**src/rtl/fsmc_slave_ctrl.sv**
```systemverilog
// fsmc_slave_ctrl: sequences FSMC host transactions onto a set of slaves.
// The one-hot bus chip-select is turned into per-slave write strobes and
// read request/acknowledge handshakes. The selected slave's read data is
// returned to the host. A read that is not acknowledged in time returns a
// default word and raises an error pulse, which is counted in a saturating
// error counter.
`timescale 1ns/1ps
module fsmc_slave_ctrl #(
    parameter int                    DATA_WIDTH     = 16,
    parameter int                    CS_WIDTH       = 2,
    parameter int                    TIMEOUT_CYCLES = 8,
    parameter logic [DATA_WIDTH-1:0] DEFAULT_RDATA  = 16'hDEAD
) (
    input  logic                             clk,
    input  logic                             reset_n,
    input  logic [(2**CS_WIDTH)-1:0]         bus_cs,
    input  logic                             bus_state,
    input  logic [DATA_WIDTH-1:0]            bus_wdata,
    output logic [DATA_WIDTH-1:0]            bus_rdata,
    output logic [(2**CS_WIDTH)-1:0]         slv_wr_stb,
    output logic [DATA_WIDTH-1:0]            slv_wdata,
    output logic [(2**CS_WIDTH)-1:0]         slv_rd_req,
    input  logic [(2**CS_WIDTH)-1:0]         slv_rd_ack,
    input  logic [(2**CS_WIDTH)*DATA_WIDTH-1:0] slv_rd_data,
    output logic                             err_timeout,
    output logic [7:0]                       err_cnt,
    output logic                             busy
);

    localparam int NS = 2**CS_WIDTH;
    localparam int TW = $clog2(TIMEOUT_CYCLES) + 1;
    localparam logic [TW-1:0] TMO_LAST = TW'(TIMEOUT_CYCLES - 1);

    typedef enum logic [1:0] {
        IDLE    = 2'd0,
        WR_WAIT = 2'd1,
        RD_REQ  = 2'd2,
        RD_HOLD = 2'd3
    } state_t;

    state_t                state_q, state_nx;
    logic [NS-1:0]         cs_prev;
    logic [CS_WIDTH-1:0]   sel_q, sel_nx, sel_in;
    logic [TW-1:0]         tmo_cnt, tmo_nx;
    logic [NS-1:0]         req_nx, stb_nx;
    logic [DATA_WIDTH-1:0] rdata_nx, wdata_nx;
    logic                  err_nx;
    logic                  start, cs_change;
    logic [DATA_WIDTH-1:0] rd_word [NS];

    // Index of the lowest set bit; a multi-bit select resolves to the lowest slave.
    function automatic logic [CS_WIDTH-1:0] lowest_sel(input logic [NS-1:0] cs);
        logic [CS_WIDTH-1:0] r;
        r = '0;
        for (int i = NS - 1; i >= 0; i--) begin
            if (cs[i]) r = CS_WIDTH'(i);
        end
        return r;
    endfunction

    function automatic logic [NS-1:0] onehot(input logic [CS_WIDTH-1:0] s);
        logic [NS-1:0] one;
        one = NS'(1);
        return one << s;
    endfunction

    // Error counter sticks at its maximum instead of wrapping.
    function automatic logic [7:0] sat_inc(input logic [7:0] v);
        return (v == 8'hFF) ? v : v + 8'd1;
    endfunction

    // Unpack the slave read-data bus into one word per slave.
    always_comb begin
        for (int i = 0; i < NS; i++) begin
            rd_word[i] = slv_rd_data[i*DATA_WIDTH +: DATA_WIDTH];
        end
    end

    assign start     = (cs_prev == '0) && (bus_cs != '0);
    assign cs_change = (bus_cs != '0) && (bus_cs != cs_prev);
    assign sel_in    = lowest_sel(bus_cs);
    assign busy      = (state_q != IDLE);

    // Previous chip-select; also tracked during reset so a select held across
    // reset release is not mistaken for a new transaction.
    always_ff @(posedge clk) begin
        cs_prev <= bus_cs;
    end

    // FSM state register.
    always_ff @(posedge clk) begin
        if (!reset_n) state_q <= IDLE;
        else          state_q <= state_nx;
    end

    // Next-state and next-output decode.
    always_comb begin
        state_nx = state_q;
        sel_nx   = sel_q;
        req_nx   = slv_rd_req;
        tmo_nx   = tmo_cnt;
        rdata_nx = bus_rdata;
        wdata_nx = slv_wdata;
        stb_nx   = '0;
        err_nx   = 1'b0;
        case (state_q)
            IDLE: begin
                if (start) begin
                    sel_nx = sel_in;
                    if (bus_state) begin
                        req_nx   = onehot(sel_in);
                        tmo_nx   = '0;
                        state_nx = RD_REQ;
                    end else begin
                        state_nx = WR_WAIT;
                    end
                end
            end
            WR_WAIT: begin
                if (bus_cs == '0) begin
                    // Write data is valid on the same edge the select clears.
                    wdata_nx = bus_wdata;
                    stb_nx   = onehot(sel_q);
                    state_nx = IDLE;
                end else if (cs_change) begin
                    // Host moved to another slave: drop this write and restart.
                    sel_nx = sel_in;
                    if (bus_state) begin
                        req_nx   = onehot(sel_in);
                        tmo_nx   = '0;
                        state_nx = RD_REQ;
                    end else begin
                        state_nx = WR_WAIT;
                    end
                end
            end
            RD_REQ: begin
                tmo_nx = tmo_cnt + 1'b1;
                if (slv_rd_ack[sel_q]) begin
                    // Ack wins over a timeout landing on the same cycle.
                    rdata_nx = rd_word[sel_q];
                    req_nx   = '0;
                    state_nx = RD_HOLD;
                end else if (tmo_cnt == TMO_LAST) begin
                    rdata_nx = DEFAULT_RDATA;
                    req_nx   = '0;
                    err_nx   = 1'b1;
                    state_nx = RD_HOLD;
                end else if (bus_cs == '0) begin
                    // Host gave up on the read; keep the previous read data.
                    req_nx   = '0;
                    err_nx   = 1'b1;
                    state_nx = IDLE;
                end
            end
            RD_HOLD: begin
                if (bus_cs == '0) state_nx = IDLE;
            end
            default: state_nx = IDLE;
        endcase
    end

    // Registered outputs and transaction context.
    always_ff @(posedge clk) begin
        if (!reset_n) begin
            sel_q       <= '0;
            tmo_cnt     <= '0;
            slv_rd_req  <= '0;
            slv_wr_stb  <= '0;
            slv_wdata   <= '0;
            bus_rdata   <= '0;
            err_timeout <= 1'b0;
            err_cnt     <= 8'd0;
        end else begin
            sel_q       <= sel_nx;
            tmo_cnt     <= tmo_nx;
            slv_rd_req  <= req_nx;
            slv_wr_stb  <= stb_nx;
            slv_wdata   <= wdata_nx;
            bus_rdata   <= rdata_nx;
            err_timeout <= err_nx;
            if (err_nx) err_cnt <= sat_inc(err_cnt);
        end
    end

endmodule
```
**config.mk**
```make
export PLATFORM = sky130hd
export DESIGN_NAME = fsmc_slave_ctrl
export DESIGN_NICKNAME = d
export VERILOG_FILES = /design/src/rtl/fsmc_slave_ctrl.sv
export SDC_FILE = /design/constraint.sdc
export NUM_CORES = 1
export LEC_CHECK = 0
export BUFFER_PORTS_ARGS = -buffer_cell sky130_fd_sc_hd__buf_4
export CAP_MARGIN = 20
export CORE_ASPECT_RATIO = 0.5
export CORE_MARGIN = 2
export CORE_UTILIZATION = 40
export CTS_BUF_LIST = sky130_fd_sc_hd__clkbuf_8
export CTS_CLUSTER_SIZE = 40
export DETAILED_ROUTE_END_ITERATION = 6
export PLACE_DENSITY = 0.83
export SLEW_MARGIN = 40
export SYNTH_ARGS = -nofsm -noshare
export SYNTH_HDL_FRONTEND = slang
export SYNTH_SLANG_ARGS = --single-unit
```
**constraint.sdc**
```tcl
create_clock -name clk -period 1.97 [get_ports clk]
set_input_delay 0.197 -clock clk [delete_from_list [all_inputs] [get_ports clk]]
set_output_delay 0.197 -clock clk [all_outputs]
set_load 0.1 [all_outputs]
```
==> flow_summary.yaml <==
status:
  status: "finished clean"
sta:
  rsz0062_at_grt: "yes"
  setup-violations-final: 0
  finalHoldViolCount: 0
  tns_ns: 0
  maxSlewViolCount: 0
  worst_slack_ns: 0.06006
  timing.fmax_ghz: 0.5236
  fin_skew_ns: 0.008825
  maxSlewHeadroom_pct: 55.65
  max_slew.worst_pin.slew_ns: 0.6628
  post-route-period-util_pct: 96.95
  period_minus_slack_ns: 1.910
logic_synthesis:
  synthDistinctLibCells: 43
  synthCells: 280
  async_flop_share_pct: 0
  synthTopCellsByArea: "dfxtp_1 44%, mux4_2 14%, nand2_1 5.7%, a21oi_1 4.5%, o221a_2 4.0%"
  synthTopCellsByCount: "61 x dfxtp_1, 42 x nand2_1, 27 x nor2_1"
  synth_top_area_cell: "dfxtp_1"
  seq_area_frac_synth_pct: 43.85
  synthFlopType: "dfxtp_1"
  ys_ff_latch: 61
  syn_area_um2: 2785
  synth_edf_count: 0
  synth_nets: 373
  yosysWarnings: 0
  synth.most_common_cell: "dfxtp_1"
  synth_top_area_share_pct: 43.85
  synth.avg_cell_area_um2: 9.947
clocking:
  clk_latency_ns: 0.33
  cts_tree: "done"
  cts_setup_buffers: 0
  htree_num_levels: 3
  root_buffer: "clkbuf_8"
  clock_path_buffers: 2
  clkSlewWorstSetupHoldPaths_ns: 0.07
  cts_sinks: 61
  cts_made_buffers: 9
global_routing:
  antenna_found_initial: 0
  grt_usage_pct: 21.00
  grt_start_max_net_pins: 39
  grt_pass1_vias: 2659
  grt_pass1_wl_mm: 12.65
  grt.overflow.total: 0
critical_path:
  startpoint_type: "flip-flop"
  slowest_delay_ns: 0.57
  cp.depth: 5
  critPathLaunch: "sel_q[0]"
  crit_chain: "mux4_2 > a31o_2 > nor3_1 > nor2_2 > mux2i_1"
  reg2reg_setup_slack_ns: 0.06
  rr_worst_depth: 5
  critical_path_class: "reg -> reg"
  crit_path_max_fanout: 5
  worstSetupEndpointType: "flip-flop"
  cp.buffers_inverters: 0
  worstPathRequired_ns: 2.18
  worstSetupEndpoint: "slv_rd_req[1]"
  timing.rr.start: "sel_q[0]"
  slowest_stage: "mux4_2"
  r2r_end: "slv_rd_req[1]"
  critPathArrivalTime_ns: 2.12
  path_delay_family: "multiplexers"
detailed_routing:
  first_pass_iters: 4
  routed_wl_mm: 7.867
  drc: 0
  wl_per_cell_um: 14.96
  routed_via_density: 5.240
  antenna_left: 0
  drt_iter0_markers: 201
  vias: 2756
final_layout:
  design_area_um2: 4222
  drive_above_1_share_pct: 48.85
  layout.nets: 522
  area_delta_synth_final_pct: 51.57
  final_util_pct: 63.01
  num_antenna_cells: 0
floorplanning:
  rows: 21
  io_pins: 141
  die_area_um2: 7687
  die_h_um: 63.01
  die_x_um: 122.0
  start_util_pct: 41.57
  fp.coreArea_um2: 6700
flow_run:
  cap_violations: 0
place:
  dpl_cell_area_um2: 3996
  dp_hpwl_mm: 5.926
  routabilityCongestion: 0.8913
  place_ws_ns: 0.03749
  io_buffers: 140
pwr:
  ir_worst_vdd_mv: 0.3778
  leakage_nw: 1.760
  powerDensity_nw_per_um2: 651.0
min_path:
  hold_path.class: "in -> reg"
==> worst reg2reg max path, delay by kind of cell (launching register included) <==
family | cells | cell delay [ns]
multiplexers | 2 | 0.71
flip-flops | 1 | 0.36
AND/OR/NAND/NOR | 2 | 0.45
AO/OA/AOI/OAI | 1 | 0.27
==> per-layer routing <==
layer / GRT usage (%) / routed length (um) / share of wire (%)
met2: 36.59 / 4086 / 52
met1: 25.16 / 3280 / 42
met4: 7.328 / 85 / 1.1
met5: 0 / 0 / 0
met3: 5.383 / 414 / 5.3
==> sequential cells by signal (all words and copies together), names as in the netlist <==
signal	count
slv_wr_stb	4
cs_prev	4
tmo_cnt	4
err_cnt	8
sel_q	2
err_timeout	1
slv_wdata	16
state_q	2
slv_rd_req	4
bus_rdata	16
==> stage by stage <==
step / hold slack (ns) / power [mW] / instances
6_report: 0.02780 / 2.748 / 526
5_1_grt: 0.007226 / 2.860 / 526
4_1_cts: 0.005168 / 2.778 / 526
3_5_place_dp: 0.3538 / 1.698 / 509
3_3_place_gp: 0.3504 / 1.690 / 509
2_1_floorplan: 0.2247 / 1.501 / 280
==> report_power, final <==
group	total [mW]	switching (mW)	internal, mW
Clock	1.07	0.470	0.605
Combinational	0.409	0.198	0.211
Sequential	1.26	0.0141	1.25
Total	2.75	0.682	2.07
==> area by class of cell <==
class                   count  area (um2)
clock buffers              10       137.6
clock inverters             6       53.80
fillers                   550        2479
inverters                   6       26.28
multi-input cells         197        1503
flip-flops and latches     61        1227
well taps                  92       115.1
repair buffers            154        1159
==> timing repair <==
item / in CTS / in global routing
endpoints found under the hold margin: 1 / 0
hold buffers: 1 / 0
gates resized for setup: 0 / 5
setup endpoints to repair: 0 / 20
==> layout by cell type, fill, tap and decap left out, types with 2 or more instances in the layout <==
cell,instances
nand3b_1,2
dfxtp_1,56
nor4_4,2
o21ai_0,4
nand2_1,42
nand3_1,7
nand4_1,4
a21oi_1,25
or4_1,3
inv_1,5
a41o_1,2
nor2_1,25
mux2i_1,4
o311a_1,2
a22oi_1,6
mux4_2,17
clkinv_2,4
ha_1,2
buf_4,153
nor4_1,4
nor3_1,2
nor2_2,2
clkbuf_8,10
xnor2_1,10
o221a_2,10
dfxtp_2,5
nand2b_1,4
==> logic make-up after synthesis <==
family                     count (synthesis)  share of synthesized area (%)
AOI/OAI and AO/OA                         59                          15.50
xor gates and xnor gates                  10                          3.145
adders and majority gates                  2                         0.8983
buffers and inverters                     22                          3.055
DFF                                       61                          43.85
muxes                                     21                          15.18
and+or+nand+nor                          105                          18.37
==> worst min-delay path by stage <==
stage | end | startpoint | cells after the start
after global routing | cs_prev[0] | bus_cs[0] | 1
after floorplan | cs_prev[0] | bus_cs[0] | 0
after detailed placement | cs_prev[1] | bus_cs[1] | 1
final | cs_prev[0] | bus_cs[0] | 1
after global placement | cs_prev[1] | bus_cs[1] | 1
after CTS | cs_prev[0] | bus_cs[0] | 1
No activity file was read; power rests on OpenSTA's default activity.
